`src/rtl/vend_fsm_param.sv`:
```
// -----------------------------------------------------------------------------
// vend_fsm_param
//   Parametrised vending-machine controller. A Moore FSM accumulates coin
//   credit, dispenses once credit reaches PRICE, and then returns any change.
//   A cancel returns the accumulated credit, including coins that arrive on
//   the same edge as the cancel.
//
// Parameters
//   PRICE        item price in credit units (>= 1)
//   COIN0_VAL    value of coin strobe D_in[0]
//   COIN1_VAL    value of coin strobe D_in[1]
//   CREDIT_W     credit/change width; must hold PRICE-1+COIN0_VAL+COIN1_VAL
//   DISP_CYCLES  number of cycles D_out stays high (>= 1)
//
// Ports
//   Clk           in   rising-edge clock
//   Reset         in   asynchronous, active-high reset
//   D_in[1:0]     in   coin strobes, sampled every cycle (both may be set)
//   Cancel        in   refund request
//   D_out         out  dispense strobe, high in DISPENSE
//   Change_valid  out  one-cycle strobe that qualifies Change
//   Change        out  change/refund amount; 0 while Change_valid is low
//   Credit        out  current accumulated credit
//   Busy          out  high in DISPENSE/CHANGE; coins and Cancel are ignored
//
// All outputs decode from registers only. There is no combinational path
// from D_in or Cancel to any output.
// -----------------------------------------------------------------------------
module vend_fsm_param #(
    parameter int PRICE       = 4,
    parameter int COIN0_VAL   = 1,
    parameter int COIN1_VAL   = 2,
    parameter int CREDIT_W    = 4,
    parameter int DISP_CYCLES = 1
) (
    input  logic                Clk,
    input  logic                Reset,
    input  logic [1:0]          D_in,
    input  logic                Cancel,
    output logic                D_out,
    output logic                Change_valid,
    output logic [CREDIT_W-1:0] Change,
    output logic [CREDIT_W-1:0] Credit,
    output logic                Busy
);

    // The sum is one bit wider than credit, so credit + coin never wraps.
    localparam int SUM_W = CREDIT_W + 1;
    localparam int CNT_W = $clog2(DISP_CYCLES + 1);

    localparam logic [SUM_W-1:0] COIN0_S = SUM_W'(COIN0_VAL);
    localparam logic [SUM_W-1:0] COIN1_S = SUM_W'(COIN1_VAL);
    localparam logic [SUM_W-1:0] PRICE_S = SUM_W'(PRICE);
    localparam logic [CNT_W-1:0] CNT_LOAD = CNT_W'(DISP_CYCLES - 1);

    if (PRICE - 1 + COIN0_VAL + COIN1_VAL >= 2 ** CREDIT_W) begin : g_err_width
        $error("vend_fsm_param: CREDIT_W too small for PRICE-1+COIN0_VAL+COIN1_VAL");
    end
    if (DISP_CYCLES < 1) begin : g_err_disp
        $error("vend_fsm_param: DISP_CYCLES must be >= 1");
    end
    if (PRICE < 1) begin : g_err_price
        $error("vend_fsm_param: PRICE must be >= 1");
    end

    typedef enum logic [1:0] {
        S_IDLE     = 2'd0,
        S_ACCUM    = 2'd1,
        S_DISPENSE = 2'd2,
        S_CHANGE   = 2'd3
    } state_e;

    state_e              state_q,    state_d;
    logic [CREDIT_W-1:0] credit_q,   credit_d;
    logic [CREDIT_W-1:0] change_q,   change_d;
    logic [CNT_W-1:0]    disp_cnt_q, disp_cnt_d;

    logic [SUM_W-1:0]    coin;
    logic [SUM_W-1:0]    sum;

    // NOTE: state registers use non-blocking assignments, so every flop
    // samples the values from before the edge, whatever the statement order.
    always_ff @(posedge Clk or posedge Reset) begin
        if (Reset) begin
            state_q    <= S_IDLE;
            credit_q   <= '0;
            change_q   <= '0;
            disp_cnt_q <= '0;
        end else begin
            state_q    <= state_d;
            credit_q   <= credit_d;
            change_q   <= change_d;
            disp_cnt_q <= disp_cnt_d;
        end
    end

    always_comb begin
        // NOTE: every variable gets a default before the case statement.
        // A path that does not assign a variable would infer a latch.
        state_d    = state_q;
        credit_d   = credit_q;
        change_d   = change_q;
        disp_cnt_d = disp_cnt_q;

        coin = (D_in[0] ? COIN0_S : '0) + (D_in[1] ? COIN1_S : '0);
        sum  = {1'b0, credit_q} + coin;

        case (state_q)
            S_IDLE, S_ACCUM: begin
                if (Cancel) begin
                    // Coins that arrive with the cancel are refunded, not lost.
                    // If there is nothing to refund, the cancel does nothing.
                    if (sum != '0) begin
                        change_d = CREDIT_W'(sum);
                        credit_d = '0;
                        state_d  = S_CHANGE;
                    end
                end else if (sum >= PRICE_S) begin
                    change_d   = CREDIT_W'(sum - PRICE_S);
                    credit_d   = '0;
                    disp_cnt_d = CNT_LOAD;
                    state_d    = S_DISPENSE;
                end else begin
                    credit_d = CREDIT_W'(sum);
                    state_d  = (sum != '0) ? S_ACCUM : S_IDLE;
                end
            end

            S_DISPENSE: begin
                // The counter loads DISP_CYCLES-1, so D_out stays high for
                // exactly DISP_CYCLES cycles.
                if (disp_cnt_q == '0) begin
                    state_d = (change_q != '0) ? S_CHANGE : S_IDLE;
                end else begin
                    disp_cnt_d = disp_cnt_q - CNT_W'(1);
                end
            end

            S_CHANGE: begin
                change_d = '0;
                state_d  = S_IDLE;
            end

            default: begin
                state_d    = S_IDLE;
                credit_d   = '0;
                change_d   = '0;
                disp_cnt_d = '0;
            end
        endcase
    end

    assign D_out        = (state_q == S_DISPENSE);
    assign Change_valid = (state_q == S_CHANGE);
    assign Change       = (state_q == S_CHANGE) ? change_q : '0;
    assign Credit       = credit_q;
    assign Busy         = (state_q == S_DISPENSE) || (state_q == S_CHANGE);

endmodule

```
`config.mk`:
```
export PLATFORM = sky130hd
export DESIGN_NAME = vend_fsm_param
export DESIGN_NICKNAME = d
export VERILOG_FILES = /design/src/rtl/vend_fsm_param.sv
export SDC_FILE = /design/constraint.sdc
export NUM_CORES = 1
export LEC_CHECK = 0
export CORE_AREA = 2 2 44 46
export CTS_BUF_LIST = sky130_fd_sc_hd__clkbuf_16
export CTS_CLUSTER_SIZE = 8
export DETAILED_ROUTE_END_ITERATION = 10
export DIE_AREA = 0 0 46 48
export PLACE_DENSITY = 0.7
export SLEW_MARGIN = 20
export SYNTH_ARGS = -nofsm -noshare
export SYNTH_HDL_FRONTEND = slang
export SYNTH_SLANG_ARGS = --single-unit
```
`constraint.sdc`:
```
create_clock -name Clk -period 2.15 [get_ports Clk]
set_input_delay 0.3225 -clock Clk [delete_from_list [all_inputs] [get_ports Clk]]
set_output_delay 0.3225 -clock Clk [all_outputs]
set_load 0.005 [all_outputs]
```
==> parameters.txt <==
Parameter                              Value

Routing
  Routed wire per std cell    between 10 and 15 um
  First DRT Iteration DRCs    15
  DRC violation count after routing    0
  Total routed wirelength    about 1700 um
  1st-pass router iterations    4
  Avg Vias per Cell    approximately 5.6
  Post-route antenna net violation count    0
  Via Count    between 600 and 700

Setup path
  Signal arrival time at the worst endpoint    between 2 and 2.5 ns
  R2r setup slk    -0.02 ns
  Worst Reg2Reg Path Length in Cells    9
  Standard cell with the maximum stage delay on the critical path    fa_2
  Type of the worst setup path    flip-flop to flip-flop
  Req. time, crit path    2.28 ns
  Crit path capture type    flip-flop
  Buffer and inverter count on the worst path    2
  Critical Path, Cell by Cell    ha_2 > inv_2 > fa_2 > xnor2_2 > inv_1 > ha_2 > a41o_1 > a32o_1 > o21a_1
  Critical path's top delay family    adder cells
  Cell with the most instances on the worst path    ha_2
  Worst R2R Start    Credit[0]$_DFFE_PP0P_
  Max stage delay on crit path    about 0.36 ns
  Type of origin of the critical path    flip-flop
  Highest net fanout along the worst path    3
  Worst r2r dst    change_q[2]$_DFFE_PP0P_

Clock tree
  CTS HTree Levels    1
  CTS tree    yes
  Clock input transition at the sequential cells of the worst setup and hold paths    about 0.04 ns
  Hold buffer count at cts    0
  Longest Clk Path Bufs    2
  Number of sinks driven by the clock tree    10
  Clock buffer count from CTS    3
  Insertion delay to the later sink of the worst-skew pair    approximately 0.24 ns
  Cell chosen for the clock root    clkbuf_16

Synth
  Synth top area share    0.355
  Dominant cell type by area after synthesis    dfrtp_1
  Avg Cell Area, Syn    9.65 um2
  Dominant cell by count in the synthesized netlist    dfrtp_1
  Synth Net Count    a little over 80
  Total standard cell area after synthesis    around 700 um2
  Yosys Warn Count    0
  Number of enable flip-flop cells after synthesis    0
  Fraction of the yosys area taken by sequential cells    0.355
  Distinct cell type count of the synthesized netlist    35
  Ranking of synthesized cells by area    dfrtp_1, ha_1, inv_1
  Post-synth ARST share    1.00
  Post-Synthesis Cells    73
  Commonest register cell after synthesis    dfrtp_1
  List of most frequent post-synthesis cells    dfrtp_1, inv_1, nand2_1
  Number of synthesized register bits    10

Floorplan
  Initial Util    0.417
  Core area    ~1700 um2
  Number of primary I/O pins    16
  Y dimension of the die    approximately 48 um
  Full die area    around 2200 um2
  Overall die width    between 40 and 50 um
  Site row count    15

Power and ir drop
  Overall power of the completed layout    0.00144 W
  Worst VDD drop    roughly 0.00056 V
  Leakage dissipation    0.525 nW
  Pwr per Cell Area    about 1300 nW/um2

Flow run
  Number of maximum-capacitance constraint violations    0

STA
  Final setup slack of the worst path    -0.0204 ns
  Setup repair after global routing missed its margin    yes
  Final period demand of the worst path    2.17 ns
  Worst slew margin    0.726
  # setup viols final    3
  Sum of negative setup slack    -0.0279 ns
  Fmax    0.461 GHz
  Max Transition Viols Final    0
  Share of the clock period used by the worst path after layout    1.01
  Final hold vios    0
  Worst-margin pin slew    just over 0.4 ns
  Final Skew    between 0.002 and 0.003 ns

Final layout
  Post-layout nets    around 110
  Post-route cell area    approximately 1100 um2
  Fillers    roughly 140
  ANT cells    0
  Area added between synthesis and finish    53.6%
  Share of post-route cells with drive strength above 1    0.363

Global route
  Number of antenna violations at the first check in global routing    0
  Largest net degree at the start of global routing    11
  Vias in the first global route    between 600 and 700
  Wire length of the first global-routing pass    2720 um
  Global-route usage over all layers    0.183
  Final global-route overflow total    0

Placement
  Gp weighted congestion    0.807
  Number of buffers inserted by port buffering    15
  Post-Place Setup Slack    -0.487 ns
  Standard cell area after detailed placement    ~950 um2
  Post-detailed-placement half-perimeter wirelength    between 1000 and 1500 um

Worst hold path
  Worst min-delay path category    input pin to async pin

Outcome
  Outcome    complete, but fails checks
  Violations in the final reports    setup timing
cell families (layout without fill, tap and decap cells):
group                      after synthesis  after routing  synth area share
adders and majority gates                5              5            0.0995
muxes                                    3              3            0.0426
xor gates and xnor gates                 2              2            0.0249
and+or+nand+nor                         24             24             0.194
AOI/OAI and AO/OA                       17             17             0.220
DFF                                     10             10             0.355
buffers and inverters                   12             41            0.0639
cell usage in the layout, fill, tap and decap left out, types with 2 or more instances in the layout:
master | synthesis | layout
clkdlybuf4s50_1 | 0 | 13
nand2_1 | 7 | 6
nand2_2 | 1 | 2
ha_2 | 0 | 3
clkbuf_16 | 0 | 3
o21ai_0 | 2 | 2
nor2b_1 | 3 | 2
and3_1 | 3 | 3
and2_2 | 2 | 2
inv_1 | 9 | 8
mux2i_1 | 3 | 3
dfrtp_1 | 10 | 10
buf_4 | 0 | 13
nor2_1 | 2 | 2
dlygate4sd2_1 | 0 | 2
worst max path at each step:
stage                           from                       to  slack [ns]  cells after the start
6_report       Credit[0]$_DFFE_PP0P_  change_q[2]$_DFFE_PP0P_       -0.02                      9
5_1_grt        Credit[0]$_DFFE_PP0P_  change_q[2]$_DFFE_PP0P_       -0.14                      9
4_1_cts        Credit[0]$_DFFE_PP0P_  change_q[2]$_DFFE_PP0P_       -0.10                      9
3_5_place_dp                 D_in[0]  change_q[2]$_DFFE_PP0P_       -0.49                     10
3_3_place_gp                 D_in[0]  change_q[2]$_DFFE_PP0P_       -0.43                     10
2_1_floorplan  Credit[0]$_DFFE_PP0P_  change_q[2]$_DFFE_PP0P_       -0.01                      9
power by group:
part / switching (W) / internal (W) / total (W)
combinational: 0.000349 / 0.000430 / 0.000779
clock: 0.0000859 / 0.000244 / 0.000330
sequential: 0.0000746 / 0.000261 / 0.000336
total: 0.000510 / 0.000935 / 0.00144
layout make-up:
type | instances | area, um2 | share of cell area
clock inverters | 1 | 3.75 | 0.00347
multi-input cells | 51 | 453 | 0.418
repair buffers | 28 | 245 | 0.227
inverters | 9 | 33.8 | 0.0312
well taps | 17 | 21.3 | 0.0197
flip-flops and latches | 10 | 250 | 0.231
clock buffers | 3 | 75.1 | 0.0694
registers in the layout (all words and copies together) (netlist names):
| signal | cells |
|---|---|
| state_q | 2 |
| Credit | 4 |
| change_q | 4 |
worst register-to-register path, delay by kind of cell (launching register included):
| kind | cells | cell delay, ns |
|---|---|---|
| adder cells (fa/ha/maj) | 3 | 0.77 |
| AO/OA/AOI/OAI | 3 | 0.63 |
| XOR/XNOR | 1 | 0.19 |
| flip-flops | 1 | 0.35 |
| buffers and inverters | 2 | 0.13 |
stage by stage:
| stage | instances | util | hold WS, ns |
|---|---|---|---|
| after CTS | 118 | 0.621 | 0.394 |
| final | 119 | 0.641 | 0.383 |
| after global placement | 112 | 0.562 | 0.551 |
| after floorplan | 73 | - | 0.163 |
| after global routing | 119 | 0.641 | 0.419 |
| after detailed placement | 112 | 0.562 | 0.555 |
per-layer routing:
| layer | vias up | routed length, um | track usage |
|---|---|---|---|
| met5 | - | 0 | 0 |
| met4 | 0 | 70 | 0.120 |
| met3 | 9 | 54 | 0.0226 |
| met2 | 23 | 836 | 0.281 |
| met1 | 321 | 786 | 0.241 |
| li1 | 313 | - | - |
what timing repair did:
item | CTS | global route
buffers inserted | 2 | 1
pin swaps | 7 | 7
endpoints found under the setup margin | 10 | 10
gates resized for setup | 6 | 6
gates cloned | 0 | 0
(Power assumes the default switching activity.)
